[src/rtl/debounce_scheduler.sv]
// Multi-channel switch debouncer sharing one sample-tick prescaler, with a round-robin
// arbiter that serialises committed press/release events onto a single valid/ready port.
module debounce_scheduler #(
  parameter int unsigned N_CH         = 4,
  parameter int unsigned TICK_DIV     = 2500,
  parameter int unsigned STABLE_TICKS = 100,
  parameter int unsigned CH_W         = $clog2(N_CH)
) (
  input  logic            clock,
  input  logic            reset,
  input  logic [N_CH-1:0] noisy,
  output logic [N_CH-1:0] clean,
  output logic            evt_valid,
  input  logic            evt_ready,
  output logic [CH_W-1:0] evt_ch,
  output logic            evt_rise,
  output logic [N_CH-1:0] pending,
  output logic            overrun,
  input  logic            overrun_clr
);

  localparam int unsigned PW = (TICK_DIV > 1) ? $clog2(TICK_DIV) : 1;
  localparam int unsigned CW = $clog2(STABLE_TICKS);
  localparam logic [PW-1:0] PrescMax = PW'(TICK_DIV - 1);
  localparam logic [CW-1:0] CntMax   = CW'(STABLE_TICKS - 1);

  logic [N_CH-1:0]         sync1_q, sync2_q;
  logic [PW-1:0]           presc_q, presc_d;
  logic [N_CH-1:0][CW-1:0] cnt_q, cnt_d;
  logic [N_CH-1:0]         clean_q, clean_d;
  logic [N_CH-1:0]         dir_q, dir_d;
  logic [N_CH-1:0]         pend_q, pend_d;
  logic                    evt_valid_q, evt_valid_d;
  logic [CH_W-1:0]         evt_ch_q, evt_ch_d;
  logic                    evt_rise_q, evt_rise_d;
  logic                    overrun_q, overrun_d;
  logic [CH_W-1:0]         rr_q, rr_d;

  logic            tick;
  logic            found;
  logic [CH_W-1:0] grant;
  logic            can_load;
  logic            load;
  logic            ovr_set;
  int unsigned     idx;

  always_comb begin
    // First pending channel at or above rr_q, wrapping modulo N_CH.
    found = 1'b0;
    grant = '0;
    idx   = 0;
    for (int unsigned off = 0; off < N_CH; off++) begin
      idx = 32'(rr_q) + off;
      if (idx >= N_CH) idx = idx - N_CH;
      if (!found && pend_q[CH_W'(idx)]) begin
        found = 1'b1;
        grant = CH_W'(idx);
      end
    end

    tick     = (presc_q == PrescMax);
    presc_d  = tick ? '0 : presc_q + 1'b1;
    can_load = !evt_valid_q || evt_ready;
    load     = can_load && found;

    cnt_d       = cnt_q;
    clean_d     = clean_q;
    dir_d       = dir_q;
    pend_d      = pend_q;
    evt_valid_d = evt_valid_q;
    evt_ch_d    = evt_ch_q;
    evt_rise_d  = evt_rise_q;
    rr_d        = rr_q;
    ovr_set     = 1'b0;

    if (can_load) evt_valid_d = found;
    if (load) begin
      evt_ch_d     = grant;
      evt_rise_d   = dir_q[grant];
      pend_d[grant] = 1'b0;
      rr_d         = (32'(grant) == N_CH - 1) ? '0 : grant + 1'b1;
    end

    // Commits are applied after the grant so a same-cycle commit keeps pending set.
    for (int unsigned i = 0; i < N_CH; i++) begin
      if (sync2_q[i] == clean_q[i]) begin
        cnt_d[i] = '0;
      end else if (tick) begin
        if (cnt_q[i] == CntMax) begin
          clean_d[i] = sync2_q[i];
          dir_d[i]   = sync2_q[i];
          cnt_d[i]   = '0;
          pend_d[i]  = 1'b1;
          if (pend_q[i] && !(load && grant == CH_W'(i))) ovr_set = 1'b1;
        end else begin
          cnt_d[i] = cnt_q[i] + 1'b1;
        end
      end
    end

    overrun_d = ovr_set ? 1'b1 : (overrun_clr ? 1'b0 : overrun_q);
  end

  always_ff @(posedge clock or posedge reset) begin
    if (reset) begin
      sync1_q     <= '0;
      sync2_q     <= '0;
      presc_q     <= '0;
      cnt_q       <= '0;
      clean_q     <= '0;
      dir_q       <= '0;
      pend_q      <= '0;
      evt_valid_q <= 1'b0;
      evt_ch_q    <= '0;
      evt_rise_q  <= 1'b0;
      overrun_q   <= 1'b0;
      rr_q        <= '0;
    end else begin
      sync1_q     <= noisy;
      sync2_q     <= sync1_q;
      presc_q     <= presc_d;
      cnt_q       <= cnt_d;
      clean_q     <= clean_d;
      dir_q       <= dir_d;
      pend_q      <= pend_d;
      evt_valid_q <= evt_valid_d;
      evt_ch_q    <= evt_ch_d;
      evt_rise_q  <= evt_rise_d;
      overrun_q   <= overrun_d;
      rr_q        <= rr_d;
    end
  end

  assign clean     = clean_q;
  assign evt_valid = evt_valid_q;
  assign evt_ch    = evt_ch_q;
  assign evt_rise  = evt_rise_q;
  assign pending   = pend_q;
  assign overrun   = overrun_q;

endmodule

[config.mk]
export PLATFORM = sky130hd
export DESIGN_NAME = debounce_scheduler
export DESIGN_NICKNAME = d
export VERILOG_FILES = /design/src/rtl/debounce_scheduler.sv
export SDC_FILE = /design/constraint.sdc
export NUM_CORES = 1
export LEC_CHECK = 0
export CAP_MARGIN = 30
export CORE_MARGIN = 3
export CORE_UTILIZATION = 51
export CTS_CLUSTER_SIZE = 28
export DETAILED_ROUTE_END_ITERATION = 16
export PLACE_DENSITY = 0.71
export SYNTH_ARGS = -nofsm -noshare
export SYNTH_HDL_FRONTEND = slang
export SYNTH_SLANG_ARGS = --single-unit
[constraint.sdc]
create_clock -name clock -period 2.3 [get_ports clock]
set_clock_uncertainty 0.1 [all_clocks]
set_input_delay 0.46 -clock clock [delete_from_list [all_inputs] [get_ports clock]]
set_output_delay 0.46 -clock clock [all_outputs]
set_load 0.05 [all_outputs]
==> PnR_summary.wiki <==
{| class="wikitable"
! Metric !! Value
|-
| XOR/XNOR Fraction of Synth Area || 3.99%
|-
| Cell area power density || 702 nW/um^2
|-
| Result of the run || finished, final reports clean
|-
| Starting Density || 54.1%
|-
| WL/cell || 14.1 microns
|-
| Number of buffer and inverter instances along the worst setup path || 1
|-
| Master cell of the clock root buffer || clkbuf_8
|-
| Number of synthesized flops with an enable pin || 0
|-
| Total half-perimeter wirelength after legalization and detailed placement || 4.13 mm
|-
| Global-route usage over all layers || 18.4%
|-
| Core area || 5680 sq um
|-
| Max-slew headroom at the worst pin || 64.6%
|-
| Worst Path Arrival || 1.68 ns
|-
| Design Area, Final || 3630 sq um
|-
| Synthesized-area fraction occupied by ao, oa, aoi and oai cells || 12.0%
|-
| Final count of pins violating max slew || 0
|-
| Period utilization || 97.2%
|-
| Share of the core filled with cells in the final layout || 63.9%
|-
| Maximum fanout encountered on the critical timing path || 6
|-
| Fraction of synthesized area in multiplexers || 3.79%
|-
| Simple logic cell fraction of the synthesized area || 23.2%
|-
| Overall routed net length || 5.92 mm
|-
| Number of flip-flops and latches in the synthesized netlist || 63
|-
| Post-synthesis to final-layout area growth || 18.1%
|-
| Portion of the post-synthesis area used by sequential elements || 51.3%
|-
| Cell breakdown of the critical path || clkdlybuf4s50_1
|-
| MaxCap Viol Count || 0
|-
| Type of the worst setup path || register to output port
|-
| Post-route antenna net violation count || 0
|-
| Endpoint required time on the critical path || 1.74 ns
|-
| CP Launch Type || register
|-
| First-pass GRT wire length || 10.4 mm
|-
| Number of global-route vias before repair || 2333
|-
| DIE WIDTH || 83.6 microns
|-
| Antenna violations before repair || 0
|-
| Largest family of logic cells by synthesized area || simple AND/OR/NAND/NOR gates
|-
| Endpoint kind of the worst setup timing path || output port
|-
| Worst Hold Depth || 0
|-
| Number of nets in the layout || 361
|-
| Total power of the final layout || 2.55 mW
|-
| Cell type group with the largest total delay on the critical path || buffers and inverters
|-
| Buffers on Ports || 20
|-
| Layout cells sized above 1 || 11.5%
|-
| TritonCTS Sinks || 63
|-
| Worst-Margin Slew || 0.527 ns
|-
| Number of clock buffers inserted by TritonCTS || 9
|-
| Routability congestion estimate || 0.833
|-
| Share of flip-flops with an asynchronous set or reset || 100%
|-
| Total stage count of the critical path || 1
|-
| Full die area || 6990 sq um
|-
| H-tree lvl count || 3
|-
| Post-synth top flop || dfrtp_1
|-
| Length of the first detailed-routing pass in iterations || 5
|-
| Gate Count Post-Synth || 308
|-
| Total inserted antenna cells || 0
|-
| Boundary pin count || 21
|-
| Number of setup violations in the final report || 0
|-
| Die Height || 83.6 microns
|-
| Number of library cell types mapped by synthesis || 40
|-
| Max IR drop VDD || 0.584 mV
|-
| Post-CTS setup-driven buffer insertion count || 0
|-
| Peak per-stage delay on the critical path || 0.86 ns
|-
| Adder and majority gate portion of the synthesized area || 3.67%
|-
| Std-Cell Rows || 27
|-
| Post-Synthesis Net Count || 325
|-
| Slowest-stage cell, CP || clkdlybuf4s50_1
|-
| Post-synthesis average cell area || 9.97 sq um
|-
| Placement-stage cell area || 3430 sq um
|-
| Quantity of hold-fixing buffers added after cts || 0
|-
| Via count normalized by instance count || 5.62
|-
| Unrepaired setup endpoints after global routing || no
|-
| Clock slew seen by the registers of the worst setup and hold paths || 0.06 ns
|-
| Leakage power of the design || 1.55 nW
|-
| Maximum number of pins on one net before global-route repair || 64
|-
| Reg2Reg Depth || 9
|-
| Maximum buffer depth of the clock tree || 2
|-
| Worst hold-check path type || register to register
|-
| Number of remaining DRC errors || 0
|-
| Worst-skew pair later-pin latency || 0.34 ns
|-
| Fmax || 0.447 GHz
|-
| 1st-iter DRT viols || 158
|-
| Final Hold Violating Endpoints || 0
|-
| Shortest period the worst path allows || 2.24 ns
|-
| Final sum of negative setup slack || 0 ns
|-
| Overflow left after global routing || 0
|-
| TritonCTS clock tree || built
|-
| Total via count in the routed design || 2367
|-
| Syn Std Cell Area || 3070 sq um
|-
| Synth warn || 0
|}
stage by stage:
step | hold slack (ns) | worst slack (ns) | cells
2_1_floorplan | 0.231 | 0.0810 | 308
3_3_place_gp | 0.233 | 0.141 | 405
3_5_place_dp | 0.235 | 0.105 | 405
4_1_cts | 0.249 | 0.0489 | 421
5_1_grt | 0.259 | 0.00620 | 421
6_report | 0.249 | 0.0641 | 421
power by group:
part / leakage, nW / switching [mW] / internal, mW
Clock: 0.0894 / 0.417 / 0.447
Combinational: 0.619 / 0.297 / 0.185
Sequential: 0.840 / 0.0433 / 1.16
sequential cells by signal, indices dropped and copies added, names as in the netlist, 2 cells and up:
register  count
rr_q          2
cnt_q        28
pending       4
sync1_q       4
sync2_q       4
presc_q      12
evt_ch        2
dir_q         4
area by class of cell:
cell class                 instances  area (sq um)
fill                             474          2050
sequential                        63          1580
multi-input combinational        232          1450
timing repair buffer              31           310
clock buffer                      13           159
tap                               72          90.1
inverter                           7          26.3
clock inverter                     3          17.5
kinds of logic (layout without fill, tap and decap cells):
| group | count (synthesis) | in the layout |
|---|---|---|
| compound gates | 58 | 58 |
| fa+ha+maj | 9 | 9 |
| simple gates | 140 | 140 |
| flops | 63 | 63 |
| xor+xnor | 14 | 14 |
| mux | 11 | 11 |
| buf+inv | 13 | 54 |
per-layer routing:
metal	routed length (microns)	share of wire (%)	vias up	global-route usage [%]
met5	0	0	-	0
met4	143	2.4	0	10.1
met3	186	3.1	11	3.95
met2	2680	45	46	27.9
met1	2910	49	1143	24.4
li1	-	-	1167	-
layout by cell type (no fill, tap or decap), types with 5 or more instances in the layout:
cell,synthesis,final
nor2_1,37,36
dfrtp_1,63,63
and3_1,7,7
buf_4,3,9
nor3_1,5,5
a21oi_1,23,23
ha_1,9,9
clkbuf_8,0,11
xnor2_1,11,11
inv_1,7,6
nor4b_1,6,6
mux2i_1,6,6
nand2_1,35,35
o21ai_0,16,15
nand3_1,23,23
mux2_2,5,5
a311oi_1,9,9
clkdlybuf4s50_1,0,19
Yosys cell counts (all sizes together), types with 4 or more instances:
cell type | instances | area (sq um)
buf | 5 | 32.5
a311oi | 9 | 78.8
xnor2 | 11 | 96.3
ha | 9 | 113
a21oi | 23 | 115
nor2b | 4 | 25.0
nor3 | 5 | 25.0
nor2 | 37 | 139
inv | 7 | 26.3
mux2 | 5 | 56.3
and3 | 7 | 43.8
o21ai | 16 | 80.1
nand2 | 35 | 131
nor4b | 8 | 91.3
nand2b | 4 | 25.0
dfrtp | 63 | 1580
mux2i | 6 | 60.1
nand3 | 24 | 125
final timing paths:
path                            start          to  slack (ns)
hold / removal             sync1_q[2]  sync2_q[2]        0.25
setup / recovery           pending[2]  pending[2]        0.06
max in group asynchronous       reset   cnt_q[18]        1.41
setup reg to reg              rr_q[1]     overrun        0.18
min in group asynchronous       reset   evt_ch[0]        0.40
hold reg to reg            sync1_q[2]  sync2_q[2]        0.25
what timing repair did:
action	4_1_cts	5_1_grt
gates resized for setup	0	5
hold endpoints to repair	0	0
setup endpoints to repair	0	5
Power figures use the tool's default switching activity.
